## src/rtl/pipeline_ctrl_pkg.sv

```systemverilog
// Shared definitions for the pipeline control slice.
//   state_t         - sequencer states (RUN, MEM_WAIT, BR_FLUSH)
//   REG_ADDR_W_DEF  - default register-file address width
//   ZERO_REG        - hard-wired zero register; never a hazard source
//   WAIT_W          - width of the memory wait counter (timeouts up to 255)
package pipeline_ctrl_pkg;

    typedef enum logic [1:0] {
        RUN      = 2'd0,
        MEM_WAIT = 2'd1,
        BR_FLUSH = 2'd2
    } state_t;

    localparam int REG_ADDR_W_DEF = 4;
    localparam logic [REG_ADDR_W_DEF-1:0] ZERO_REG = '0;
    localparam int WAIT_W = 8;

endpackage

```

## src/rtl/hazard_detect.sv

```systemverilog
// Purely combinational load-use comparator.
//   idex_mem_read - instruction in EX is a load
//   idex_rd       - its destination register
//   ifid_rs1/rs2  - sources of the instruction in ID
//   ifid_use_rs2  - ID instruction actually reads rs2
//   hazard        - ID must wait one cycle for the load result
module hazard_detect
    import pipeline_ctrl_pkg::*;
#(
    parameter int REG_ADDR_W = REG_ADDR_W_DEF
) (
    input  logic                  idex_mem_read,
    input  logic [REG_ADDR_W-1:0] idex_rd,
    input  logic [REG_ADDR_W-1:0] ifid_rs1,
    input  logic [REG_ADDR_W-1:0] ifid_rs2,
    input  logic                  ifid_use_rs2,
    output logic                  hazard
);

    logic rd_live;
    logic rs1_match;
    logic rs2_match;

    // Writes to the zero register are discarded, so they never create a hazard.
    assign rd_live   = idex_rd != REG_ADDR_W'(ZERO_REG);
    assign rs1_match = idex_rd == ifid_rs1;
    assign rs2_match = ifid_use_rs2 && (idex_rd == ifid_rs2);
    assign hazard    = idex_mem_read && rd_live && (rs1_match || rs2_match);

endmodule

```

## src/rtl/pipeline_hazard_controller.sv

```systemverilog
// Central sequencer for the 5-stage 16-bit pipeline.
// Generates PC / pipeline-register enables, flushes and the MEM/WB bubble from
// load-use hazards, taken branches and the data-memory wait handshake.
// Outputs are combinational from the registered state and the current inputs.
// Ports:
//   clk, rst                    - clock, synchronous active-high reset
//   idex_*/ifid_* inputs        - operand info for load-use detection
//   branch_taken_in             - taken branch resolved in EX
//   mem_req_in, mem_ready_in    - data-memory handshake
//   pc_en_out, ifid_en_out, exmem_en_out          - load enables
//   ifid_flush_out, idex_flush_out                - register clears
//   memwb_bubble_out            - forces an empty MEM/WB slot
//   mem_timeout_out             - pulse when a memory access is abandoned
//   stall_count_out             - saturating stall-cycle counter
// Optional: define STALL_COUNT_EN to include stall_count_out and its counter.
module pipeline_hazard_controller
    import pipeline_ctrl_pkg::*;
#(
    parameter int REG_ADDR_W  = REG_ADDR_W_DEF,
    parameter int MEM_TIMEOUT = 15,
    parameter int CNT_W       = 16
) (
    input  logic                  clk,
    input  logic                  rst,
    input  logic                  idex_memRead_in,
    input  logic [REG_ADDR_W-1:0] idex_rd_in,
    input  logic [REG_ADDR_W-1:0] ifid_rs1_in,
    input  logic [REG_ADDR_W-1:0] ifid_rs2_in,
    input  logic                  ifid_useRs2_in,
    input  logic                  branch_taken_in,
    input  logic                  mem_req_in,
    input  logic                  mem_ready_in,
    output logic                  pc_en_out,
    output logic                  ifid_en_out,
    output logic                  ifid_flush_out,
    output logic                  idex_flush_out,
    output logic                  exmem_en_out,
    output logic                  memwb_bubble_out,
`ifdef STALL_COUNT_EN
    output logic [CNT_W-1:0]      stall_count_out,
`endif
    output logic                  mem_timeout_out
);

    state_t            state_reg, state_next;
    logic [WAIT_W-1:0] wait_cnt_reg, wait_cnt_next;
    logic              load_use;
    logic              mem_stall;
    logic              wait_expired;

    hazard_detect #(.REG_ADDR_W(REG_ADDR_W)) u_hazard_detect (
        .idex_mem_read (idex_memRead_in),
        .idex_rd       (idex_rd_in),
        .ifid_rs1      (ifid_rs1_in),
        .ifid_rs2      (ifid_rs2_in),
        .ifid_use_rs2  (ifid_useRs2_in),
        .hazard        (load_use)
    );

    assign mem_stall = mem_req_in && !mem_ready_in;

    // wait_cnt holds completed wait cycles, so the current cycle is number
    // wait_cnt+1; the abort fires on the MEM_TIMEOUT-th consecutive wait cycle.
    assign wait_expired = ({1'b0, wait_cnt_reg} + (WAIT_W+1)'(1)) >= (WAIT_W+1)'(MEM_TIMEOUT);

    always_comb begin
        pc_en_out        = 1'b1;
        ifid_en_out      = 1'b1;
        ifid_flush_out   = 1'b0;
        idex_flush_out   = 1'b0;
        exmem_en_out     = 1'b1;
        memwb_bubble_out = 1'b0;
        mem_timeout_out  = 1'b0;
        state_next       = state_reg;
        wait_cnt_next    = wait_cnt_reg;

        if (rst) begin
            pc_en_out        = 1'b0;
            ifid_en_out      = 1'b0;
            exmem_en_out     = 1'b0;
            ifid_flush_out   = 1'b1;
            idex_flush_out   = 1'b1;
            memwb_bubble_out = 1'b1;
            state_next       = RUN;
            wait_cnt_next    = '0;
        end else begin
            case (state_reg)
                RUN, BR_FLUSH: begin
                    if (mem_stall) begin
                        if (MEM_TIMEOUT <= 1) begin
                            // A single allowed wait cycle is already exhausted.
                            mem_timeout_out  = 1'b1;
                            memwb_bubble_out = 1'b1;
                            state_next       = RUN;
                            wait_cnt_next    = '0;
                        end else begin
                            pc_en_out        = 1'b0;
                            ifid_en_out      = 1'b0;
                            exmem_en_out     = 1'b0;
                            memwb_bubble_out = 1'b1;
                            state_next       = MEM_WAIT;
                            wait_cnt_next    = WAIT_W'(1);
                        end
                    end else if (state_reg == BR_FLUSH) begin
                        // Wrong-path slot: defaults, branch input ignored.
                        state_next = RUN;
                    end else if (branch_taken_in) begin
                        // Branch beats load-use: the stalled instruction is wrong-path anyway.
                        ifid_flush_out = 1'b1;
                        idex_flush_out = 1'b1;
                        state_next     = BR_FLUSH;
                    end else if (load_use) begin
                        pc_en_out      = 1'b0;
                        ifid_en_out    = 1'b0;
                        idex_flush_out = 1'b1;
                    end
                end
                MEM_WAIT: begin
                    if (mem_ready_in) begin
                        state_next    = RUN;
                        wait_cnt_next = '0;
                    end else if (wait_expired) begin
                        // Enables stay high so the aborted instruction is dropped.
                        mem_timeout_out  = 1'b1;
                        memwb_bubble_out = 1'b1;
                        state_next       = RUN;
                        wait_cnt_next    = '0;
                    end else begin
                        // ID/EX is held (not flushed) so a pending branch survives the freeze.
                        pc_en_out        = 1'b0;
                        ifid_en_out      = 1'b0;
                        exmem_en_out     = 1'b0;
                        memwb_bubble_out = 1'b1;
                        wait_cnt_next    = wait_cnt_reg + WAIT_W'(1);
                    end
                end
                default: begin
                    state_next    = RUN;
                    wait_cnt_next = '0;
                end
            endcase
        end
    end

    always_ff @(posedge clk) begin
        state_reg    <= state_next;
        wait_cnt_reg <= wait_cnt_next;
    end

`ifdef STALL_COUNT_EN
    logic [CNT_W-1:0] stall_cnt_reg;

    always_ff @(posedge clk) begin
        if (rst) begin
            stall_cnt_reg <= '0;
        end else if (!pc_en_out && (stall_cnt_reg != {CNT_W{1'b1}})) begin
            stall_cnt_reg <= stall_cnt_reg + CNT_W'(1);
        end
    end

    assign stall_count_out = stall_cnt_reg;
`endif

endmodule
```

## config.mk

```make
export PLATFORM = sky130hd
export DESIGN_NAME = pipeline_hazard_controller
export DESIGN_NICKNAME = d
export VERILOG_FILES = /design/src/rtl/pipeline_ctrl_pkg.sv /design/src/rtl/hazard_detect.sv /design/src/rtl/pipeline_hazard_controller.sv
export SDC_FILE = /design/constraint.sdc
export NUM_CORES = 1
export LEC_CHECK = 0
export ABC_AREA = 1
export CAP_MARGIN = 10
export CORE_UTILIZATION = 41
export DETAILED_ROUTE_END_ITERATION = 10
export GPL_TIMING_DRIVEN = 1
export PLACE_DENSITY = 0.76
export SKIP_CTS_REPAIR_TIMING = 1
export SLEW_MARGIN = 10
export SYNTH_ARGS = -nofsm -noshare
export SYNTH_HDL_FRONTEND = slang
export SYNTH_SLANG_ARGS = --single-unit
```

## constraint.sdc

```tcl
create_clock -name clk -period 1.9 [get_ports clk]
set_input_delay 0.38 -clock clk [delete_from_list [all_inputs] [get_ports clk]]
set_output_delay 0.38 -clock clk [all_outputs]
set_load 0.005 [all_outputs]
```

; ---- After elaboration in Yosys (flattened, before gate mapping)
; Index checks and enable logic that the tools add are counted.
[totals]
reg_bits = 10
out_inout_bits = 7
elab_cells = 61
[op_classes]
n_addsub = 2
magnitude_cmp = 1
n_eq_ne = 7
n_mux = 39
reduce_logical = 10
[op_table]
columns = cell, n
row1 = 1-bit two-way mux, 26
row2 = 8-bit two-way mux, 3
row3 = 8-bit case mux with 2 select lines, 1
row4 = 2-bit two-way mux, 5
row5 = "8-bit by 1-bit adder with 9-bit output, second input constant", 1
row6 = "9-bit by 4-bit >= comparator with 1-bit output, second input constant", 1
row7 = "8-bit by 1-bit adder with 8-bit output, second input constant", 1
row8 = 4-bit equality test, 2
row9 = 1-bit case mux with 2 select lines, 3
row10 = 1-bit logical AND, 4
row11 = "4-bit inequality test, second input constant", 1
row12 = 2-bit case mux with 2 select lines, 1
row13 = 4-bit nonzero test, 1
row14 = "3-bit inequality test, second input constant", 1
row15 = "2-bit by 1-bit equality test with 1-bit output, second input constant", 1
row16 = "2-bit equality test, second input constant", 1
row17 = 2-bit zero test, 1
row18 = "2-bit inequality test, second input constant", 1
row19 = 2-bit AND reduction, 1
row20 = 2-bit OR reduction, 1
row21 = 1-bit zero test, 1
row22 = 1-bit logical OR, 1

; ---- Longest topological paths before layout
; Gate-level depths: netlist of run 1.
[logic_depth]
depth_word = 10
depth_mapped = 13
mapped_depth_nobuf = 13

; ---- Cells and area by module
; A second synthesis of run 1 with hierarchy kept.
[unflattened]
hier_cells = 152
hier_area_um2 = 859.6
[modules_own_cells]
columns = mod, n_inst, cells_each, area_per_inst_um2, seq_area_each_um2
row1 = pipeline_hazard_controller, 1, 110, 685.7, 200.2
row2 = hazard_detect, 1, 42, 173.9, 0.0

; ---- Worst setup path after synthesis of run 1
; Ideal clock, no wire load.
[synth_timing]
path_kind = reg2out
start = register wait_cnt_reg[0]
end = output port pc_en_out
arrival_time_ns = 1.591
required_ns = 1.520
setup_slack_ns = -0.071
path_stages_with_launch = 13
path_buffers = 1
path_cell_list = dfxtp_1 > inv_1 > ha_1 > nor2_1 > nor2_1 > nor2_1 > nand2_1 > nand2_2 > nor2_8 > nand3_1 > nand2_1 > a21oi_1 > buf_4
[synth_via]
elab_chain_len = 6
[synth_rtl]
columns = element, line_no
row1 = from (decl), pipeline_hazard_controller.sv:46  ; logic [WAIT_W-1:0] wait_cnt_reg, wait_cnt_next;
row2 = from (signal assigned), pipeline_hazard_controller.sv:147  ; wait_cnt_reg <= wait_cnt_next;
row3 = 8-bit by 1-bit adder with 9-bit output, pipeline_hazard_controller.sv:64  ; assign wait_expired = ({1'b0, wait_cnt_reg} + (WAIT_W+1)'(1)) >= (WAIT_W+1)'(MEM_TIMEOUT);
row4 = 9-bit by 4-bit >= comparator with 1-bit output, pipeline_hazard_controller.sv:64
row5 = 1-bit two-way mux (2 in series), n/a
row6 = 1-bit case mux with 2 select lines, n/a
row7 = 1-bit two-way mux, n/a
row8 = to (decl), pipeline_hazard_controller.sv:33  ; output logic pc_en_out,
; Every way passes these cells.

; ---- Worst setup path in the final report of run 1
[layout_timing]
start = register wait_cnt_reg[0]
end = output port mem_timeout_out
[layout_via]
elab_chain_len = 6
[layout_rtl]
columns = element, line_no
row1 = 8-bit by 1-bit adder with 9-bit output, pipeline_hazard_controller.sv:64
row2 = 9-bit by 4-bit >= comparator with 1-bit output, pipeline_hazard_controller.sv:64
row3 = 1-bit two-way mux, pipeline_hazard_controller.sv:122  ; end else if (wait_expired) begin
row4 = 1-bit two-way mux, pipeline_hazard_controller.sv:119  ; if (mem_ready_in) begin
row5 = 1-bit two-way mux, pipeline_hazard_controller.sv:87  ; case (state_reg)
row6 = 1-bit two-way mux, pipeline_hazard_controller.sv:77  ; if (rst) begin
row7 = to (decl), pipeline_hazard_controller.sv:42  ; output logic mem_timeout_out
; Every way passes these cells.

==> results of run 1 <==
## synthesized netlist by cell type
master	count
o21ai_0	1
a31o_1	1
nor2_1	13
o21ai_1	3
nand4_1	5
nor2_8	1
nand3_2	2
nand2_1	35
ha_1	2
buf_4	1
buf_1	1
a21oi_1	7
xnor2_1	1
a211oi_1	1
nor2_2	4
o21bai_1	1
a21boi_0	1
dfxtp_1	10
nor2_4	1
xor2_1	4
inv_2	3
nand2_2	3
inv_1	20
nor3_1	4
nand3_1	7
## cells by family after synthesis
kind of cell	share of synthesized area, %
AND/OR/NAND/NOR	44.39
buffers and inverters	11.98
AO/OA/AOI/OAI	10.60
flip-flops	24.58
XOR/XNOR	5.376
adder cells (fa/ha/maj)	3.072
## final cells by class
type	instances	area, sq um
well taps	25	31.28
clock buffers	3	22.52
fillers	140	429.2
multi-input cells	97	576.8
repair buffers	50	445.4
flip-flops and latches	10	207.7
inverters	23	88.84
## layer usage
layer  vias up  GRT usage, %
li1        517             -
met1       432         27.70
met2        16         37.78
met3         5         4.314
met4         0         14.71
met5         -             0
## power breakdown
part	internal, mW	leakage (nW)	switching, mW
Clock	0.0736	0.0138	0.0831
Combinational	0.100	0.675	0.0750
Sequential	0.213	0.0825	0.00774
Total	0.386	0.771	0.166
## critical path: stages (launching register included)
cell and delay [ps]:
dfxtp_4 390, inv_4 40, ha_4 210, nor2_2 110
nor2_1 50, nor2_1 100, nand2_1 80, nand2_2 110
nor2_8 60, buf_4 130, a211oi_2 180, buf_2 140
## worst paths after layout
kind | from | cells after the start | endpoint
min | wait_cnt_reg[6] | 2 | wait_cnt_reg[6]
min reg2reg | wait_cnt_reg[6] | 2 | wait_cnt_reg[6]
max reg2reg | wait_cnt_reg[0] | 14 | state_reg[0]
max | wait_cnt_reg[0] | 11 | mem_timeout_out
==> run metrics, run 1 <==
status finished with violations; violated checks setup timing; DP HPWL 1778 microns; post-synthesis cell type count 25; Mean Syn Cell Area 6.171 sq um; Ys Warns 0; GRT Residual Overflow 0; io pins 26; Routed WL per cell 11.26 microns; initial antenna violation count 0; leakage power figure around 0.77 nW; GPL Wtd Cong 0.8002; Max IR drop VDD 0.0003238 V; cell count after synthesis 132; Total Routed Length 2342 microns; highest metal used met4; Max Root-Sink Buffers 2; TNS Setup -1427 ps; core area about 1800 sq um; Layout Utilization approximately three quarters; max-slew violation count 0; slew margin rel. 84.11%; RSZ-0062 raised after global routing yes; Yosys top cell area share 24.58%; global-route wire length before repair between 3000 and 4000 microns; Initial Util 45.21%; Mapped Area ~810 sq um; Worst-Skew Late Latency 280 ps; Layout Cell Area excl Fill 1373 sq um; initial drt markers 12; power consumption 0.5523 mW; vias in the first global route 841; share of layout cells above drive strength 1 34.97%; H-tree Lvls 1; Synth area leader dfxtp_1; GR Util All Layers 23.27%; Tightest Pin Transition 238.0 ps; # port buffers 25; full die area about 2200 sq um; FP Rows 15; Non-Filler Instances between 200 and 250; FF+latch count, synth 10; period utilization 119.0%; final setup fails 5; post-synthesis sequential area ratio 24.58%; post-route ant nets 0; routed wl met2 1125 microns; cts bufs inserted 3; syn nets 153; Max Cap Violations 0; CTS sink cnt 10; via count of the routed design 970; Die Y 46.57 microns; reg2reg setup slack 160 ps; Inst Count DP 200; nets between 200 and 250; DRT Pass-1 Iters 4; Antenna Cells 0; Critical Path RT 1520 ps; met3 WL 56 microns; Area after DPL 1240 sq um; Critical Path End Type primary output; Area contributors post-synth dfxtp_1 (25%), nand2_1 (16%), inv_1 (9.2%), nor2_1 (6.0%), a21oi_1 (4.3%); CTS Root Cell clkbuf_4; commonest non-fill, non-tap cells in the layout nand2_1 (33), buf_4 (25), inv_1 (17); Worst-path clk slew 70 ps; Vias/cell 4.663; WL met1 1098 microns; Final WS setup -360.2 ps; Final Hold Viols 0; Critical Path Start Type flip-flop; dpl ws -610.9 ps; DIE WIDTH 46.57 microns; TritonCTS clock tree done; largest net degree at the start of global routing 7; max reg flops 8; clock skew 3.018 ps; most common cell after layout, fill and taps aside nand2_1; final period demand of the worst path 2260 ps; Post-route DRC 0; Area growth syn-to-layout 68.51%; Setup Crit Path Kind flip-flop to primary output; Max Freq 442.4 MHz; Final Hold Slack 458.6 ps; PwrDens 402.4 nW/um^2; crit-path max FO 4; Critical Path AT 1880 ps; HP Class flip-flop to flip-flop
(Power assumes the default switching activity.)
==> inputs of run 2 (changes only) <==
- CORE_MARGIN: not set -> 1.5
- CORE_UTILIZATION: 41 -> 40
- PLACE_DENSITY: 0.76 -> 0.74
==> run metrics, run 2 (same netlist as run 1, synthesis figures left out) <==
Inst Count DP 204 (+2.0%); Critical Path Start Type flip-flop; highest metal used met4; Non-Filler Instances 210 (+0.96%); full die area 2316 sq um (+6.8%); GR Util All Layers 19.74% (-3.5 points); Setup Crit Path Kind flip-flop to primary output; Initial Util 41.95% (-3.3 points); core area 1942 sq um (+7.8%); Final Hold Slack 476.9 ps (+18.32 ps); DRT Pass-1 Iters 4 (unchanged); initial antenna violation count 0 (unchanged); routed wl met2 1323 microns (+18%); crit-path max FO 4 (unchanged); slew margin rel. 79.05% (-5.1 points); GPL Wtd Cong 0.8217 (+2.7%); met3 WL 61 microns (+8.9%); Vias/cell 4.643 (-0.44%); # port buffers 25 (unchanged); DP HPWL 1796 microns (+0.98%); Max Freq 460.9 MHz (+4.2%); Critical Path AT 1790 ps (-90 ps); final-layout fill cell count 172 (+23%); most common cell after layout, fill and taps aside nand2_1; Antenna Cells 0 (unchanged); status finished with violations; Final WS setup -269.5 ps (+90.72 ps); post-route ant nets 0 (unchanged); max reg flops 8 (unchanged); leakage power figure 0.7919 nW (+2.7%); clock skew 3.865 ps (+0.8466 ps); global-route wire length before repair 3256 microns (-5.2%); power consumption 0.5322 mW (-3.6%); via count of the routed design 975 (+0.52%); Critical Path End Type primary output; max-slew violation count 0 (unchanged); Critical Path RT 1520 ps (about the same); Die Y 48.13 microns (+3.3%); CTS sink cnt 10 (unchanged); Post-route DRC 0 (unchanged); Max Cap Violations 0 (unchanged); PwrDens 384.6 nW/um^2 (-4.4%); share of layout cells above drive strength 1 32.79% (-2.2 points); Total Routed Length 2232 microns (-4.7%); CTS Root Cell clkbuf_4; DIE WIDTH 48.13 microns (+3.3%); Routed WL per cell 10.63 microns (-5.6%); WL met1 828 microns (-25%); initial drt markers 8 (-4); H-tree Lvls 1 (unchanged); Max IR drop VDD 0.0002778 V (-14%); HP Class flip-flop to flip-flop; Max Root-Sink Buffers 2 (unchanged); Area after DPL 1257 sq um (+1.4%); Layout Cell Area excl Fill 1384 sq um (+0.82%); Final Hold Viols 0 (unchanged); largest net degree at the start of global routing 9 (+2); Area growth syn-to-layout 69.89%; io pins 26 (unchanged); commonest non-fill, non-tap cells in the layout nand2_1 (32), buf_4 (25), inv_1 (19); TritonCTS clock tree done; Worst-path clk slew 60 ps (about the same); period utilization 114.2% (-4.8 points); FP Rows 16 (+1); RSZ-0062 raised after global routing yes; violated checks setup timing; vias in the first global route 873 (+3.8%); final setup fails 4 (-1); Worst-Skew Late Latency 260 ps (-20 ps); nets 206 (unchanged); final period demand of the worst path 2170 ps (-90.72 ps); cts bufs inserted 3 (unchanged); Tightest Pin Transition 311.4 ps (+73.41 ps); GRT Residual Overflow 0 (unchanged)
[run 2: cell types whose count changed in the layout (fill, tap and decap cells not counted), moves of 2 or more]
| cell | change |
|---|---|
| inv_1 | +2 |
| buf_2 | -2 |
| dlymetal6s2s_1 | +2 |
| inv_2 | -2 |
[run 2: path summary, 6_finish.rpt]
path,start,end,slack (ps),cells after the start
worst min-delay path,wait_cnt_reg[7],wait_cnt_reg[7],480,2
worst max register to register,wait_cnt_reg[0],wait_cnt_reg[1],300,11
worst max-delay path,wait_cnt_reg[0],exmem_en_out,-270,14
worst min register to register,wait_cnt_reg[7],wait_cnt_reg[7],480,2
[run 2: final cells by class]
cell class                      count  area, sq um  area share [%]
Inverter                           23        88.84           6.420
Timing Repair Buffer               50        455.4           32.91
Tap cell                           27        33.78           2.441
Sequential cell                    10        207.7           15.01
Clock buffer                        3        22.52           1.627
Multi-Input combinational cell     97        575.6           41.59
[run 2: metrics by stage]
| stage | worst slack (ps) | setup TNS (ps) | util (%) |
|---|---|---|---|
| CTS | -705.7 | -4155 | 65.91 |
| global route | -416.9 | -1451 | 71.26 |
| global placement | -559.7 | -3175 | 64.76 |
| floorplan | 21.29 | 0 | - |
| finish | -269.5 | -891.9 | 71.26 |
| detailed placement | -552.1 | -3300 | 64.76 |
[run 2: layer usage]
metal  vias to the layer above  global-route usage (%)
met5                         -                       0
met4                         0                   8.108
met3                         2                   2.222
met2                        21                   40.27
met1                       434                   19.69
li1                        518                       -
[run 2: where the power goes]
group          internal (mW)  leakage, nW  switching [mW]
Clock                 0.0730       0.0138          0.0675
Sequential             0.213       0.0825         0.00728
Combinational         0.0983        0.696          0.0734
[run 2: critical path: stages, from the launching register on]
cell and delay (ps):
dfxtp_4 380, inv_4 40, ha_4 270, nor2_4 30, nor2_2 90, nor2_1 40, nand2_1 70, nand2_2 90
nor2_8 150, nand3_2 80, nand2_2 70, inv_2 30, nand2_1 50, inv_1 40, clkbuf_2 100
==> inputs of run 3 (changes only) <==
- CAP_MARGIN: 10 -> not set
- PLACE_DENSITY: 0.74 -> 0.72
- clock period: 1.9 -> 2.05 ns (I/O delays scaled with it)
==> run metrics, run 3 (same netlist as run 1, synthesis figures left out) <==
status finished with violations; violated checks setup timing; RSZ-0062 raised after global routing yes; Vias/cell 4.689 (+0.99%); commonest non-fill, non-tap cells in the layout nand2_1 (32), buf_4 (23), inv_1 (18), clkdlybuf4s50_1 (18), nor2_1 (11); Initial Util 41.95% (unchanged); Final Hold Viols 0 (unchanged); Die Y 48.13 microns (unchanged); Tightest Pin Transition 259.2 ps (-52.21 ps); register share of total power 38.4% (-3.0 points); Total Routed Length 2231 microns (about the same); Final WS setup -214.1 ps (+55.37 ps); max reg flops 8 (unchanged); H-tree Lvls 1 (unchanged); Worst-path clk slew 70 ps (about the same); switch share 25.48% (-2.3 points); Critical Path End Type primary output; Area after DPL 1215 sq um (-3.4%); final period demand of the worst path 2264 ps; post-route ant nets 0 (unchanged); GR Util All Layers 19.38% (-0.36 points); cell depth of the worst hold path 2 (unchanged); Int Power 0.3987 mW (+3.8%); full die area 2316 sq um (unchanged); leakage power figure 0.6750 nW (-15%); clock share of power 31.9% (+5.5 points); global-route wire length before repair 3146 microns (-3.4%); Worst-Skew Late Latency 260 ps (about the same); Critical Path AT 1850 ps (+60 ps); HP Class flip-flop to flip-flop; dpl ws -510.3 ps (+41.85 ps); CTS Root Cell clkbuf_4; vias in the first global route 837 (-4.1%); Comb power frac 29.7% (-2.6 points); GRT Residual Overflow 0 (unchanged); Routed WL per cell 10.67 microns (+0.43%); FP Rows 16 (unchanged); most common cell after layout, fill and taps aside nand2_1; largest net degree at the start of global routing 10 (+1); TNS Setup -791.7 ps (+100.2 ps); Max IR drop VDD 0.0003006 V (+8.2%); TritonCTS clock tree done; DRT Pass-1 Iters 4 (unchanged); Max Freq 441.7 MHz; # port buffers 25 (unchanged); io pins 26 (unchanged); PwrDens 391.2 nW/um^2 (+1.7%); cts bufs inserted 3 (unchanged); DP HPWL 1758 microns (-2.1%); Antenna Cells 0 (unchanged); Setup Crit Path Kind flip-flop to primary output; period utilization 110.4%; share of layout cells above drive strength 1 30.22% (-2.6 points); clock skew 5.290 ps (+1.425 ps); GPL Wtd Cong 0.7858 (-4.4%); Critical Path RT 1640 ps (+120 ps); CTS sink cnt 10 (unchanged); Layout Utilization 70.43% (-0.84 points); Layout Cell Area excl Fill 1368 sq um (-1.2%); final setup fails 5 (+1); slew margin rel. 82.56% (+3.5 points); Worst Reg-to-Reg Cells 14 (+3); Switch Pwr 0.1363 mW (-8.0%); DIE WIDTH 48.13 microns (unchanged); via count of the routed design 980 (+0.51%); Max Root-Sink Buffers 2 (unchanged); Area growth syn-to-layout 67.90%; Final Hold Slack 454.9 ps (-21.99 ps); initial drt markers 15 (+7); core area 1942 sq um (unchanged); nets 204 (-0.97%); initial antenna violation count 0 (unchanged); Critical Path Start Type flip-flop; max-slew violation count 0 (unchanged); crit-path max FO 5 (+1); Post-route DRC 0 (unchanged); Max Cap Violations 0 (unchanged)
==> run 3: power by group through the flow <==
| stage | combinational (mW) | sequential [mW] | clock [mW] |
|---|---|---|---|
| 2_1_floorplan | 0.0573 | 0.207 | 0 |
| 3_3_place_gp | 0.144 | 0.208 | 0 |
| 3_5_place_dp | 0.146 | 0.208 | 0 |
| 4_1_cts | 0.147 | 0.203 | 0.177 |
| 5_1_grt | 0.172 | 0.206 | 0.187 |
| 6_report | 0.159 | 0.205 | 0.171 |
==> run 3: through the flow <==
stage / cells / power [mW]
after floorplan: 132 / 0.2640
after global placement: 199 / 0.3513
after detailed placement: 199 / 0.3535
after CTS: 203 / 0.5272
after global routing: 209 / 0.5647
final: 209 / 0.5350
==> run 3: metal layers <==
metal | track usage [%] | part of all wire, % | vias to the layer above
met5 | 0 | 0 | -
met4 | 5.405 | 0 | 0
met3 | 4.074 | 4.3 | 0
met2 | 37.07 | 55 | 29
met1 | 21.30 | 40 | 435
li1 | - | - | 516
==> run 3: critical path, cell delays in order, from the launching register on <==
cell     delay, ps
dfxtp_4        400
inv_4           50
ha_4           260
nor2_2          30
nor2_1         100
nor2_1          50
nand2_1         70
nand2_2         80
nor2_8         150
nand3_2         80
nand2_2         80
inv_2           40
nand2_2         60
inv_2           40
buf_6          100
==> run 3: path summary, 6_finish.rpt <==
| path | from | end | slack (ps) |
|---|---|---|---|
| max | wait_cnt_reg[0] | exmem_en_out | -210 |
| min | wait_cnt_reg[6] | wait_cnt_reg[6] | 450 |
| max reg2reg | wait_cnt_reg[0] | state_reg[0] | 300 |
| min reg2reg | wait_cnt_reg[6] | wait_cnt_reg[6] | 450 |
==> run 3: layout make-up <==
cell class	count	area (sq um)
clock buffer	4	36.28
fill	170	574.3
timing repair buffer	48	431.7
multi-input combinational	97	569.3
sequential	10	207.7
tap	27	33.78
inverter	23	88.84
